File: src/rtl/bcd_pkg.sv
// rtl/bcd_pkg.sv - shared types and constants for the sequential binary-to-BCD converter
package bcd_pkg;

    // Legacy-compatible state encodings; the enum below is built on them.
    localparam logic [0:0] ST_IDLE  = 1'b0;
    localparam logic [0:0] ST_SHIFT = 1'b1;

    typedef enum logic [0:0] {
        IDLE  = ST_IDLE,
        SHIFT = ST_SHIFT
    } bcd_state_t;

    typedef logic [3:0] bcd_digit_t;

    localparam bcd_digit_t BCD_ADJ_THRESH = 4'd5;
    localparam bcd_digit_t BCD_ADJ_ADD    = 4'd3;

    // True when DIGITS decimal digits can hold every WIDTH-bit value,
    // i.e. 10^digits > 2^width - 1.
    function automatic bit bcd_params_ok(input int width, input int digits);
        longint lim;
        longint max_bin;
        lim = 1;
        for (int i = 0; i < digits; i++) begin
            lim = lim * 10;
        end
        max_bin = (longint'(1) << width) - 1;
        return (lim > max_bin);
    endfunction

endpackage

File: src/rtl/bcd_digit_adj.sv
// rtl/bcd_digit_adj.sv - combinational add-3 adjust for one BCD digit
//
// Ports:
//   i_digit  in  4 : working BCD digit before the shift
//   o_digit  out 4 : i_digit + 3 when i_digit >= 5, else i_digit
module bcd_digit_adj
    import bcd_pkg::*;
(
    input  bcd_digit_t i_digit,
    output bcd_digit_t o_digit
);

    // No carry into the next digit: a digit never exceeds 9 before the
    // adjust, so the 4-bit sum stays below 16.
    assign o_digit = (i_digit >= BCD_ADJ_THRESH) ? (i_digit + BCD_ADJ_ADD) : i_digit;

endmodule

File: src/rtl/bin2bcd_seq.sv
// rtl/bin2bcd_seq.sv - sequential double-dabble binary-to-BCD converter, one bit per clock
//
// Optional feature macro: BIN2BCD_BLANK_EN (registered leading-zero blank mask).
//
// Ports:
//   clk    in  1          : clock
//   rst    in  1          : synchronous active-high reset
//   start  in  1          : conversion request, sampled only while idle
//   bin    in  WIDTH      : value to convert, captured with start
//   busy   out 1          : conversion in progress
//   valid  out 1          : one-cycle pulse, bcd/blank just updated
//   bcd    out 4*DIGITS   : packed BCD result, digit 0 in [3:0]
//   blank  out DIGITS     : leading-zero blank mask (all zero without the macro)
module bin2bcd_seq
    import bcd_pkg::*;
#(
    parameter int WIDTH  = 8,
    parameter int DIGITS = 3
) (
    input  logic                  clk,
    input  logic                  rst,
    input  logic                  start,
    input  logic [WIDTH-1:0]      bin,
    output logic                  busy,
    output logic                  valid,
    output logic [4*DIGITS-1:0]   bcd,
    output logic [DIGITS-1:0]     blank
);

    localparam int CW = $clog2(WIDTH + 1);
    localparam int BW = 4 * DIGITS;

    generate
        if (!bcd_params_ok(WIDTH, DIGITS)) begin : g_param_check
            $error("bin2bcd_seq: DIGITS too small for WIDTH");
        end
    endgenerate

    bcd_state_t         r_state;
    logic [CW-1:0]      r_cnt;
    logic [WIDTH-1:0]   r_bin;
    logic [BW-1:0]      r_work;
    logic [BW-1:0]      r_bcd;
    logic               r_valid;

    logic [BW-1:0]          w_adj;
    logic [BW+WIDTH-1:0]    w_cat;
    logic [BW-1:0]          w_work_next;
    logic [WIDTH-1:0]       w_bin_next;
    logic                   w_last;

    genvar gi;
    generate
        for (gi = 0; gi < DIGITS; gi++) begin : g_adj
            bcd_digit_adj u_adj (
                .i_digit (r_work[4*gi +: 4]),
                .o_digit (w_adj[4*gi +: 4])
            );
        end
    endgenerate

    // Adjusted digits and remaining binary bits shift as one long register;
    // the binary MSB enters the BCD LSB.
    assign w_cat       = {w_adj, r_bin} << 1;
    assign w_work_next = w_cat[BW+WIDTH-1:WIDTH];
    assign w_bin_next  = w_cat[WIDTH-1:0];
    assign w_last      = (r_cnt == CW'(1));

    always_ff @(posedge clk) begin
        if (rst) begin
            r_state <= IDLE;
            r_cnt   <= '0;
            r_bin   <= '0;
            r_work  <= '0;
            r_bcd   <= '0;
            r_valid <= 1'b0;
        end else begin
            r_valid <= 1'b0;
            case (r_state)
                IDLE: begin
                    if (start) begin
                        r_bin   <= bin;
                        r_work  <= '0;
                        r_cnt   <= CW'(WIDTH);
                        r_state <= SHIFT;
                    end
                end
                SHIFT: begin
                    r_work <= w_work_next;
                    r_bin  <= w_bin_next;
                    r_cnt  <= r_cnt - CW'(1);
                    if (w_last) begin
                        r_bcd   <= w_work_next;
                        r_valid <= 1'b1;
                        r_state <= IDLE;
                    end
                end
                default: r_state <= IDLE;
            endcase
        end
    end

    assign busy  = (r_state == SHIFT);
    assign valid = r_valid;
    assign bcd   = r_bcd;

`ifdef BIN2BCD_BLANK_EN
    logic [DIGITS-1:0] r_blank;
    logic [DIGITS-1:0] w_blank_next;

    // Walk from the top digit down; a digit is blanked while every digit
    // at or above it is zero. Digit 0 always stays visible.
    always_comb begin : p_blank
        logic v_zero_run;
        w_blank_next = '0;
        v_zero_run   = 1'b1;
        for (int i = DIGITS - 1; i >= 1; i--) begin
            if (w_work_next[4*i +: 4] != 4'd0) begin
                v_zero_run = 1'b0;
            end
            w_blank_next[i] = v_zero_run;
        end
    end

    always_ff @(posedge clk) begin
        if (rst) begin
            r_blank <= '0;
        end else if ((r_state == SHIFT) && w_last) begin
            r_blank <= w_blank_next;
        end
    end

    assign blank = r_blank;
`else
    assign blank = '0;
`endif

endmodule

File: config.mk
export PLATFORM = sky130hd
export DESIGN_NAME = bin2bcd_seq
export DESIGN_NICKNAME = d
export VERILOG_FILES = /design/src/rtl/bcd_pkg.sv /design/src/rtl/bcd_digit_adj.sv /design/src/rtl/bin2bcd_seq.sv
export SDC_FILE = /design/constraint.sdc
export NUM_CORES = 1
export LEC_CHECK = 0
export ABC_AREA = 1
export BUFFER_PORTS_ARGS = -buffer_cell sky130_fd_sc_hd__buf_2
export CAP_MARGIN = 20
export CELL_PAD_IN_SITES_DETAIL_PLACEMENT = 2
export CELL_PAD_IN_SITES_GLOBAL_PLACEMENT = 2
export CORE_UTILIZATION = 30
export DETAILED_ROUTE_END_ITERATION = 6
export GPL_ROUTABILITY_DRIVEN = 0
export PLACE_DENSITY = 0.81
export SLEW_MARGIN = 30
export SYNTH_ARGS = -nofsm -noshare
export SYNTH_HDL_FRONTEND = slang
export SYNTH_HIERARCHICAL = 1
export SYNTH_SLANG_ARGS = --single-unit
File: constraint.sdc
create_clock -name clk -period 3.95 [get_ports clk]
set_clock_uncertainty 0.15 [all_clocks]
set_input_delay 0.1975 -clock clk [delete_from_list [all_inputs] [get_ports clk]]
set_output_delay 0.1975 -clock clk [all_outputs]
set_load 0.03 [all_outputs]
==> metrics.cfg <==
[cells_and_area]
fillCellCount = 769
drive_gt1_frac = 0.196
fin_area_um2 = 2200
layout_common_cells = nand2_1 (84), dfxtp_1 (37), nand3_1 (30), buf_2 (24), inv_1 (21)
final_common_cell = nand2_1
nets = 309
finalNonFillerCells = 368
diodes = 0
area_growth_pct = 9.85
fin_util = 0.345

[detailed_routing]
drtPass1Iterations = 4
drc = 0
vias_per_cell = 4.86
wl_mm = 5.09
dr_total_vias = 1787
antenna_left = 0
routedWlPerCell_um = 13.8
drt_iter0_drc = 39

[die]
die_h_um = 83.8
num_rows = 29
core-area_um2 = 6390
start_util = 0.314
fp.dieW_um = 83.8
io_pins = 28
dieArea_um2 = 7020

[job]
cap_violations = 0

[power_and_ir_drop]
power_density_nw_per_um2 = 374
seqPwrFrac = 0.495
swShare = 0.268
comb_power_share = 0.101
p_int_mw = 0.603
clkPwrFrac = 0.403
p_switching_mw = 0.221
peakVddDrop_uv = 176
leakagePower_nw = 1.00

[global_routing]
grt_pass1_wl_mm = 8.78
grt_usage = 0.155
grt_max_degree = 27
antenna_found_initial = 0
gr-total-overflow = 0
grt_pass1_vias = 1843

[critical_path]
crit_chain = inv_1, ha_1, nand3_2, nand3_1, nand2_1
r2r_start = r_cnt[1]
worstSetupPathType = reg -> reg
crit_fanout = 14
cp.arrival_ns = 1.82
cp.required_ns = 3.98
critPathCaptureType = flip-flop
slowest_delay_ns = 0.49
critPathLaunch = r_cnt[1]
cp_slowest_cell = ha_1
crit_path_start_kind = flip-flop

[synth]
ys_warn_count = 6
synth_cells = 275
netlist_area_um2 = 2010
syn_area_per_cell_um2 = 7.30

[place]
dpl_cell_area_um2 = 2090
dp_hpwl_mm = 3.69
dpl_worst_slack_ns = 1.81
portBuffers = 24
placed_cells_incl_taps = 360

[sta]
tightestPinTransition_ns = 0.759
tns_ns = 0
finalSetupViolations = 0
layout_worst_path_cycle_share = 0.452
finalHoldViolations = 0
grt_setup_unrepaired = false
min_period_ns = 1.78
fmax_ghz = 0.560
setup_slack_ns = 2.17
drv_slew = 0
relSlewSlack = 0.494

[clock_network]
worst_skew_pair.late_latency_ns = 0.29
htree_num_levels = 2
cts_setup_buffers = 0
cts_root_buffer = clkbuf_8
ctsResizeCount = 0
cts.sinks = 38
ctsLongestPathBuffers = 2
tritoncts = built
clkTransAtPathRegs_ns = 0.08
ctsHoldBuffers = 0
numCtsBuffers = 5

[worst_hold_path]
hold_path_class = in -> reg
min-delay-start = bin[0]

[outcome]
status = completed

-- critical path: cells and delay by family, from the launching register on --
| family | cells | cell delay (ns) |
|---|---|---|
| DFF | 1 | 0.33 |
| adders and majority gates | 1 | 0.49 |
| and+or+nand+nor | 3 | 0.60 |
| buffers and inverters | 1 | 0.11 |
-- registers in the layout, summed over array words and instances (netlist names) --
| name | flops |
|---|---|
| r_bin | 8 |
| r_work | 12 |
| valid | 1 |
| bcd | 12 |
| r_cnt | 4 |
| busy | 1 |
-- stage by stage --
| step | hold WS, ns | total power, mW |
|---|---|---|
| global placement | 0.302 | 0.498 |
| global route | 0.0562 | 0.860 |
| detailed placement | 0.312 | 0.501 |
| CTS | 0.0280 | 0.833 |
| floorplan | 0.212 | 0.489 |
| finish | 0.0384 | 0.824 |
-- area by class of cell --
class	count	area, um2	area share
clock buffer	5	68.8	0.0312
inverter	25	93.8	0.0426
multi-input combinational	196	1020	0.464
sequential	38	762	0.346
tap	77	96.3	0.0437
timing repair buffer	24	120	0.0545
clock inverter	3	40.0	0.0182
-- power by group through the flow --
stage / Combinational (mW) / Clock (mW) / Sequential (mW)
finish: 0.0834 / 0.332 / 0.408
global route: 0.0951 / 0.355 / 0.410
CTS: 0.0849 / 0.340 / 0.408
detailed placement: 0.0837 / 0 / 0.417
global placement: 0.0814 / 0 / 0.417
floorplan: 0.0784 / 0 / 0.411
-- path summary, 6_finish.rpt --
check	end	slack [ns]	cells after the start
max reg2reg	bcd[6]	2.17	5
min	r_bin[0]	0.04	3
max	bcd[6]	2.17	5
min reg2reg	r_work[11]	0.32	2
-- per-layer routing --
| metal | wire length, um | global-route usage | vias up |
|---|---|---|---|
| met5 | 0 | 0 | - |
| li1 | - | - | 899 |
| met1 | 2390 | 0.197 | 859 |
| met2 | 2560 | 0.267 | 27 |
| met3 | 137 | 0.0317 | 2 |
| met4 | 14 | 0.0416 | 0 |
No activity file was read; power rests on OpenSTA's default activity.
